$ cat src/rtl/ps2_kbd_ctrl.sv
// ps2_kbd_ctrl: host-command sequencer in front of one ps2_port.
// Sends a 1- or 2-byte command to the keyboard, waits for the port line-ACK and
// the device response (0xFA ACK / 0xFE RESEND), retries on resend, line error or
// timeout, and reports done/error. Every other received byte goes into a
// first-word-fall-through scan-code FIFO for the CPU.
//
// Ports:
//   clk6x, resetn            48 MHz clock, async active-low reset
//   ck1us                    1 us tick (one clk6x cycle wide)
//   hcmd_i/harg_i/hcmd_two_i command byte, argument byte, argument present
//   hcmd_v_i                 start pulse (ignored while busy)
//   hcmd_busy_o/done_o/err_o status: busy level, done pulse, error pulse
//   sc_data_o/sc_empty_o     FIFO head and empty flag
//   sc_rd_i                  pop FIFO head
//   sc_ovf_o/sc_ovf_clr_i    sticky overflow flag and its clear
//   cmd_tx_o/cmd_tx_v_o      byte and TX request towards ps2_port
//   cmd_tx_deq_i             port took the byte
//   port_busy_i              port transmit in progress
//   tx_acked_i/tx_errd_i     port line-ACK / line error
//   code_rx_i/code_rx_v_i    received byte and its one-cycle valid
module ps2_kbd_ctrl #(
  parameter int unsigned FIFO_AW         = 4,
  parameter int unsigned RESP_TIMEOUT_US = 20000,
  parameter int unsigned MAX_RETRY       = 3
) (
  input  logic       clk6x,
  input  logic       resetn,
  input  logic       ck1us,
  input  logic [7:0] hcmd_i,
  input  logic [7:0] harg_i,
  input  logic       hcmd_two_i,
  input  logic       hcmd_v_i,
  output logic       hcmd_busy_o,
  output logic       hcmd_done_o,
  output logic       hcmd_err_o,
  output logic [7:0] sc_data_o,
  output logic       sc_empty_o,
  input  logic       sc_rd_i,
  output logic       sc_ovf_o,
  input  logic       sc_ovf_clr_i,
  output logic [7:0] cmd_tx_o,
  output logic       cmd_tx_v_o,
  input  logic       cmd_tx_deq_i,
  input  logic       port_busy_i,
  input  logic       tx_acked_i,
  input  logic       tx_errd_i,
  input  logic [7:0] code_rx_i,
  input  logic       code_rx_v_i
);

  localparam int unsigned DEPTH = 1 << FIFO_AW;
  localparam int unsigned PW    = FIFO_AW + 1;
  localparam int unsigned TW    = $clog2(RESP_TIMEOUT_US + 1);
  localparam int unsigned RW    = (MAX_RETRY > 0) ? $clog2(MAX_RETRY + 1) : 1;
  localparam logic [7:0]  CODE_ACK    = 8'hFA;
  localparam logic [7:0]  CODE_RESEND = 8'hFE;

  typedef enum logic [2:0] {
    ST_IDLE, ST_SEND, ST_TXWAIT, ST_RESP, ST_DONE, ST_ERR
  } state_t;

  state_t          state, state_n;
  logic            sel, sel_n;
  logic [RW-1:0]   retry, retry_n;
  logic            retry_c;
  logic [7:0]      cmd_q, arg_q;
  logic            two_q;
  logic [TW-1:0]   timer;
  logic            busy_q, done_q, err_q, tx_v_q;
  logic [7:0]      tx_byte_q;

  logic            accept_c, timeout_c, rx_ack_c, rx_resend_c;

  assign accept_c    = (state == ST_IDLE) && hcmd_v_i;
  assign timeout_c   = (timer == TW'(RESP_TIMEOUT_US));
  assign rx_ack_c    = code_rx_v_i && (code_rx_i == CODE_ACK);
  assign rx_resend_c = code_rx_v_i && (code_rx_i == CODE_RESEND);

  // Next-state, byte select and retry bookkeeping
  always_comb begin
    state_n = state;
    sel_n   = sel;
    retry_n = retry;
    retry_c = 1'b0;
    case (state)
      ST_IDLE: begin
        if (hcmd_v_i) begin
          state_n = ST_SEND;
          sel_n   = 1'b0;
          retry_n = '0;
        end
      end
      ST_SEND: begin
        if (cmd_tx_deq_i) state_n = ST_TXWAIT;
      end
      ST_TXWAIT: begin
        if (tx_acked_i)                  state_n = ST_RESP;
        else if (tx_errd_i || timeout_c) retry_c = 1'b1;
      end
      ST_RESP: begin
        if (rx_ack_c) begin
          if (!sel && two_q) begin
            sel_n   = 1'b1;
            retry_n = '0;
            state_n = ST_SEND;
          end else begin
            state_n = ST_DONE;
          end
        end else if (rx_resend_c || timeout_c) begin
          retry_c = 1'b1;
        end
      end
      ST_DONE: state_n = ST_IDLE;
      ST_ERR:  state_n = ST_IDLE;
      default: state_n = ST_IDLE;
    endcase
    // Same byte is re-sent until the retry budget is spent
    if (retry_c) begin
      if (retry < RW'(MAX_RETRY)) begin
        retry_n = retry + RW'(1);
        state_n = ST_SEND;
      end else begin
        state_n = ST_ERR;
      end
    end
  end

  // State, command latch and registered status/TX outputs
  always_ff @(posedge clk6x or negedge resetn) begin
    if (!resetn) begin
      state     <= ST_IDLE;
      sel       <= 1'b0;
      retry     <= '0;
      cmd_q     <= 8'h00;
      arg_q     <= 8'h00;
      two_q     <= 1'b0;
      busy_q    <= 1'b0;
      done_q    <= 1'b0;
      err_q     <= 1'b0;
      tx_v_q    <= 1'b0;
      tx_byte_q <= 8'h00;
    end else begin
      state  <= state_n;
      sel    <= sel_n;
      retry  <= retry_n;
      if (accept_c) begin
        cmd_q <= hcmd_i;
        arg_q <= harg_i;
        two_q <= hcmd_two_i;
      end
      busy_q    <= (state_n != ST_IDLE);
      done_q    <= (state_n == ST_DONE);
      err_q     <= (state_n == ST_ERR);
      tx_v_q    <= (state_n == ST_SEND) && !port_busy_i;
      tx_byte_q <= accept_c ? hcmd_i : (sel_n ? arg_q : cmd_q);
    end
  end

  // Phase timer: restarts on every state change, counts 1 us ticks while waiting
  always_ff @(posedge clk6x or negedge resetn) begin
    if (!resetn) begin
      timer <= '0;
    end else if (state_n != state) begin
      timer <= '0;
    end else if ((state == ST_TXWAIT || state == ST_RESP) && ck1us && !timeout_c) begin
      timer <= timer + TW'(1);
    end
  end

  assign hcmd_busy_o = busy_q;
  assign hcmd_done_o = done_q;
  assign hcmd_err_o  = err_q;
  assign cmd_tx_v_o  = tx_v_q;
  assign cmd_tx_o    = tx_byte_q;

  // Scan-code FIFO; ACK/RESEND are only swallowed while a response is awaited
  logic [7:0]    mem [DEPTH];
  logic [PW-1:0] wr_ptr, rd_ptr;
  logic          empty_c, full_c, push_req_c, push_c, pop_c, ovf_set_c;
  logic          ovf_q;

  assign empty_c    = (wr_ptr == rd_ptr);
  assign full_c     = (wr_ptr[FIFO_AW] != rd_ptr[FIFO_AW]) &&
                      (wr_ptr[FIFO_AW-1:0] == rd_ptr[FIFO_AW-1:0]);
  assign push_req_c = code_rx_v_i && !((state == ST_RESP) && (rx_ack_c || rx_resend_c));
  assign pop_c      = sc_rd_i && !empty_c;
  // A pop in the same cycle frees the slot, so a full FIFO still accepts
  assign push_c     = push_req_c && (!full_c || pop_c);
  assign ovf_set_c  = push_req_c && full_c && !pop_c;

  always_ff @(posedge clk6x) begin
    if (push_c) mem[wr_ptr[FIFO_AW-1:0]] <= code_rx_i;
  end

  always_ff @(posedge clk6x or negedge resetn) begin
    if (!resetn) begin
      wr_ptr <= '0;
      rd_ptr <= '0;
      ovf_q  <= 1'b0;
    end else begin
      if (push_c)         wr_ptr <= wr_ptr + PW'(1);
      if (pop_c)          rd_ptr <= rd_ptr + PW'(1);
      if (ovf_set_c)      ovf_q  <= 1'b1;
      else if (sc_ovf_clr_i) ovf_q <= 1'b0;
    end
  end

  assign sc_empty_o = empty_c;
  assign sc_data_o  = empty_c ? 8'h00 : mem[rd_ptr[FIFO_AW-1:0]];
  assign sc_ovf_o   = ovf_q;

endmodule
$ cat config.mk
export PLATFORM = sky130hd
export DESIGN_NAME = ps2_kbd_ctrl
export DESIGN_NICKNAME = d
export VERILOG_FILES = /design/src/rtl/ps2_kbd_ctrl.sv
export SDC_FILE = /design/constraint.sdc
export NUM_CORES = 1
export LEC_CHECK = 0
export ABC_AREA = 1
export BUFFER_PORTS_ARGS = -buffer_cell sky130_fd_sc_hd__buf_2
export CAP_MARGIN = 40
export CORE_MARGIN = 3
export CORE_UTILIZATION = 54
export DETAILED_ROUTE_END_ITERATION = 10
export PLACE_DENSITY = 0.75
export SKIP_LAST_GASP = 1
export SLEW_MARGIN = 20
export SYNTH_ARGS = -nofsm -noshare
export SYNTH_HDL_FRONTEND = slang
export SYNTH_SLANG_ARGS = --single-unit
$ cat constraint.sdc
create_clock -name clk6x -period 1.8 [get_ports clk6x]
set_input_delay 0.27 -clock clk6x [delete_from_list [all_inputs] [get_ports clk6x]]
set_output_delay 0.27 -clock clk6x [all_outputs]
set_load 0.005 [all_outputs]
## After elaboration in Yosys (flattened, before gate mapping)

Memory sizes are Yosys's and may differ from the RTL's.
Cells that the tools add are included.

| operators by class | value |
|---|---|
| add/subtract/negate cells | 4 |
| magnitude comparators | 1 |
| equality and inequality tests | 13 |
| mux-type cells | 32 |
| reductions and logical operators | 30 |

Operators by type and width:

| cell | number |
|---|---|
| $mux 15 | 2 |
| $mux 8 | 3 |
| $mux 3 | 7 |
| $eq 8x8->1 const B | 2 |
| $add 15x1->15 const B | 1 |
| $eq 15x15->1 const B | 1 |
| $logic_and 1x1->1 | 14 |
| $pmux 3 s4 | 1 |
| $mux 1 | 11 |
| $add 5x1->5 const B | 2 |
| $mux 2 | 5 |
| $logic_not 1->1 | 7 |
| $eq 3x1->1 const B | 2 |
| $eq 3x2->1 const B | 2 |
| $eq 3x3->1 const B | 2 |
| $eq 5x5->1 | 1 |
| $logic_or 1x1->1 | 5 |
| $eq 4x4->1 | 1 |
| $pmux 1 s2 | 2 |
| $pmux 2 s2 | 1 |
| $reduce_bool 2->1 | 2 |
| $logic_not 3->1 | 1 |
| $ne 3x3->1 | 1 |
| $reduce_bool 3->1 | 1 |
| 3 further kinds | 3 |

| word-level totals | value |
|---|---|
| register bits | 61 |
| memory bits (writable) | 128 |
| output and inout port bits | 22 |
| logic and storage cells | 96 |
| memories | 1 |

Memory list:

| name | depth | bits a word | read ports | clocked after memory_dff | wr ports | line | source |
|---|---|---|---|---|---|---|---|
| mem | 16 | 8 | 1 | 0 | 1 | 177 | `logic [7:0] mem [DEPTH];` |

## Longest topological paths before layout

| logic depth | value |
|---|---|
| depth after elaboration | 9 |
| mapped depth | 16 |
| gate-level depth less buffers | 15 |

## Least setup slack after synthesis

OpenSTA, ideal clock, no wires.

| timing path | value |
|---|---|
| kind | register to register |
| from | reg rd_ptr[2] |
| to | mem mem[12][0] (enable) |
| setup time | 0.370 ns |
| arrival | 1.562 ns |
| data required time | 1.430 ns |
| slack | -0.132 ns |
| cell stages (with the launch flop) | 11 |
| path buffers | 1 |
| period minus slack after synthesis | 1.932 ns |
| cells stage by stage | dfrtp_1 -> buf_2 -> xor2_1 -> nor2_1 -> nand3_2 -> nand2_2 -> nand2_1 -> nand2_2 -> inv_2 -> nand2_1 -> nor2_1 |

| on the way | value |
|---|---|
| longest elaborated chain between the ends | 7 |

Ends and longest elaborated chain:

| item | line | source |
|---|---|---|
| start: declaration | 178 | `logic [PW-1:0] wr_ptr, rd_ptr;` |
| start signal: assignment | 202 | `if (pop_c) rd_ptr <= rd_ptr + PW'(1);` |
| $eq 5x5->1 or $eq 4x4->1 (tied branches) | 182, 184 |  |
| $logic_not 1->1 or $logic_and 1x1->1 (tied branches) | 186, 183 |  |
| $logic_and 1x1->1 or $logic_not 1->1 (tied branches) | 186, 188 |  |
| $logic_or 1x1->1 (*) | 188 | `assign push_c = push_req_c && (!full_c \|\| pop_c);` |
| $logic_and 1x1->1 (*) | 188 |  |
| $mux 1 (*) | 192 | `if (push_c) mem[wr_ptr[FIFO_AW-1:0]] <= code_rx_i;` |
| $mux 1 (not written as such) (*) | 192 |  |
| end: declaration | 177 |  |

Mark *: on every way between the ends. The rest lies on a longest branch, timed or not.

## Worst setup path in the final report

| timing path | value |
|---|---|
| from | reg rd_ptr[0] |
| to | out sc_data_o[6] |

| on the way | value |
|---|---|
| longest elaborated chain between the ends | 2 |

Ends and longest elaborated chain:

| item | line | source |
|---|---|---|
| $mem_v2 16x8 or $eq 5x5->1 (tied branches) | -- |  |
| $mux 8 (*) | 209 | `assign sc_data_o = empty_c ? 8'h00 : mem[rd_ptr[FIFO_AW-1:0]];` |
| end: declaration | 36 | `output logic [7:0] sc_data_o,` |

Marked as above.

==> key figures <==
Synthesis
  – Post-Synthesis Cells: approximately 770
  – Number of flops mapped to enable cells by yosys: roughly 130
  – Sequential share of the synthesized area: 64.2%
  – Ys Warns: 0
  – Area share of the largest cell type after synthesis: between 40% and 50%
  – Largest cells by area after synthesis: edfxtp_1 46%, dfrtp_1 18%, nor2_1 6.4%
  – Synth Cell Area: around 8400 µm²
  – Syn_area_per_cell: 10.8 µm²
  – Yosys cell types: 37
  – Synth async-reset ratio: 32.3%
  – Synth area leader: edfxtp_1
  – Post-synth net total: slightly above 800
  – #FFs+latches synth: approximately 190
  – Top FF cell, synth: edfxtp_1

Timing
  – Setup violations, final: around 150
  – RSZ-0062 raised after global routing: yes
  – Worst rel slew slack: 70.6%
  – Final min period: 2540 ps
  – Final hold viol count: 0
  – Total negative setup slack: -18560 ps
  – Max Freq: 0.393 GHz
  – Worst setup margin: -741 ps
  – Worst Max-Slew Pin Slew: approximately 440 ps
  – Max Slew Vio Count: 0
  – Period utilisation layout: 141%
  – Setup Skew: approximately 9 ps

Clocking
  – H-tree Lvls: 4
  – Reg clk slew, reported paths: ~60 ps
  – Root buf cell: clkbuf_16
  – Skew-Pair Late Insertion Delay: between 400 and 500 ps
  – CTS buffer count: 17
  – CTS max path bufs: 2
  – CTS tree: built
  – Clk sink count: ~190

Final layout
  – Fill cells: between 900 and 1000
  – Nets: roughly 960
  – Share of layout cells above drive strength 1: between 30% and 40%
  – Area grow syn2layout: 29.2%
  – Antenna cell count: 0

Setup path
  – CP Data Arrival Time: 2270 ps
  – CP Capture Type: primary output
  – Critical Path RT: between 1500 and 2000 ps
  – Critical path class: flip-flop to primary output
  – CP max FO: 6
  – CP Launch Type: flip-flop

Drt
  – Total number of vias: about 6500
  – Wire length per cell: between 20 and 25 µm
  – Final ANT Viol Nets: 0
  – WL final: roughly 23000 µm
  – DR iter-0 viols: roughly 730
  – Vias/cell: around 5.9
  – Drt first pass iters: 6
  – DR DRC count: 0

Run status
  – Failing checks: setup timing
  – Status: complete, but fails checks

Job
  – Max cap viols: 0

Global route
  – Number of global-route vias before repair: between 6000 and 7000
  – Grt ovf: 0
  – GRT Util Overall: between 20% and 30%
  – Antenna violations before repair: 1
  – First-pass GRT wire length: roughly 34000 µm
  – Largest net degree at the start of global routing: ~70

Pwr
  – VDD IR-drop max: 956 µV
  – Total power: roughly 17 mW
  – Pwr dens: between 1500 and 2000 nW/µm²
  – P_leak: 4.25 nW

Floorplanning
  – DIE AREA: between 15000 and 20000 µm²
  – Die H: about 130 µm
  – Ports: between 50 and 60
  – Die Wd: around 130 µm
  – Row count: 44
  – Starting Density: between 50% and 60%
  – Core ar.: about 15000 µm²

Placement
  – GP Congestion: 0.891
  – Port Buffers: 57
  – Post-DP HPWL: between 10000 and 15000 µm

Worst hold path
  – HP Class: primary input to flip-flop
==> per-stage QoR <==
stage	cell area, µm²	hold WS, ps	util, %	cells	setup slack (ps)
6_report	10800	51.1	72.7	1110	-741
5_1_grt	10800	53.9	72.7	1110	-762
4_1_cts	10400	33.8	70.3	1098	-536
3_5_place_dp	9220	241	62.0	1039	-376
3_3_place_gp	9220	234	62.0	1039	-311
2_1_floorplan	8370	-25.6	-	773	-132
==> synth_stat cells (all sizes together) (15+ instances only) <==
cell type / count
edfxtp: 128
inv: 51
buf: 17
xor2: 19
o21ai: 95
dfrtp: 61
o211ai: 33
clkbuf: 15
nand3: 43
nor2: 161
nand2: 111
==> timing repair <==
item                                    in CTS  in global routing
pin swaps                                   32                 48
hold endpoints to repair                    17                  0
gates cloned                                 4                  3
hold buffers                                 2                  0
gates resized for setup                     88                 82
endpoints found under the setup margin     153                168
buffers inserted                            22                 17
==> layer usage <==
layer	GRT usage, %	vias to the layer above	share of wire, %	routed length, µm
met5	0	-	0.057	13
met4	11.0	2	3.2	732
met3	5.98	66	10	2370
met2	42.8	391	49	11300
met1	34.5	3163	37	8500
li1	-	2917	-	-
==> sequential cells by signal, summed over array words and instances, names as in the netlist, 2 cells and up <==
signal,flops
rd_ptr,5
retry,2
timer,15
arg_q,8
cmd_q,8
wr_ptr,5
cmd_tx_o,8
mem,128
state,3
==> worst max-delay path, stage by stage, from the launching register on <==
cell and delay (ps):
dfrtp_1 390, buf_6 150, clkinv_8 80, buf_12 120, nor2_1 50, nor2_1 170
o21ai_1 150, o211ai_1 210, nand3_1 190, a21oi_2 210, buf_2 140
==> worst paths after layout <==
path                       cells past startpoint        from            to  slack [ps]
max in group asynchronous                      3      resetn     rd_ptr[1]         890
setup reg to reg                              12   rd_ptr[1]    mem[11][4]        -210
hold / removal                                 3  hcmd_two_i         two_q          50
setup / recovery                              10   rd_ptr[0]  sc_data_o[6]        -740
min in group asynchronous                      2      resetn      timer[1]         320
hold reg to reg                                2    cmd_q[6]      cmd_q[6]         480
==> report_power, final <==
part | switching [mW] | total, mW | internal [mW]
clock | 1.51 | 3.53 | 2.01
combinational | 4.75 | 8.01 | 3.26
sequential | 0.327 | 5.74 | 5.42
total | 6.59 | 17.3 | 10.7
==> cell type report <==
type | count | area, µm² | area share (%)
sequential | 189 | 5370 | 49.7
multi-input combinational | 498 | 3020 | 28.0
timing repair buffer | 153 | 1400 | 13.0
clock buffer | 21 | 440 | 4.08
inverter | 54 | 233 | 2.15
tap | 184 | 230 | 2.13
clock inverter | 10 | 98.8 | 0.915
timing repair inverter | 1 | 8.76 | 0.0811
==> logic make-up (layout without fill, tap and decap cells) <==
| kind of cell | count (synthesis) | after routing | share of synthesized area, % |
|---|---|---|---|
| flops | 189 | 189 | 64.2 |
| compound gates | 138 | 138 | 9.46 |
| fa+ha+maj | 8 | 8 | 1.20 |
| xor+xnor | 21 | 21 | 2.20 |
| simple gates | 330 | 330 | 18.4 |
| buf+inv | 86 | 239 | 4.37 |
| mux | 1 | 1 | 0.135 |
==> cell usage in the layout, fill, tap and decap left out, types with 8 or more instances in the layout <==
master / instances
edfxtp_1: 128
nor2_1: 106
nand2_1: 88
o21ai_0: 62
dfrtp_1: 60
buf_2: 56
buf_4: 56
inv_1: 39
nand3_1: 34
nor2_4: 33
o211ai_1: 33
o21ai_1: 26
nor2_2: 22
clkbuf_16: 19
xor2_1: 17
buf_12: 16
buf_6: 15
nand2_4: 11
inv_2: 9
nand2_2: 8
Note: power is estimated with default switching activity, not from simulation.
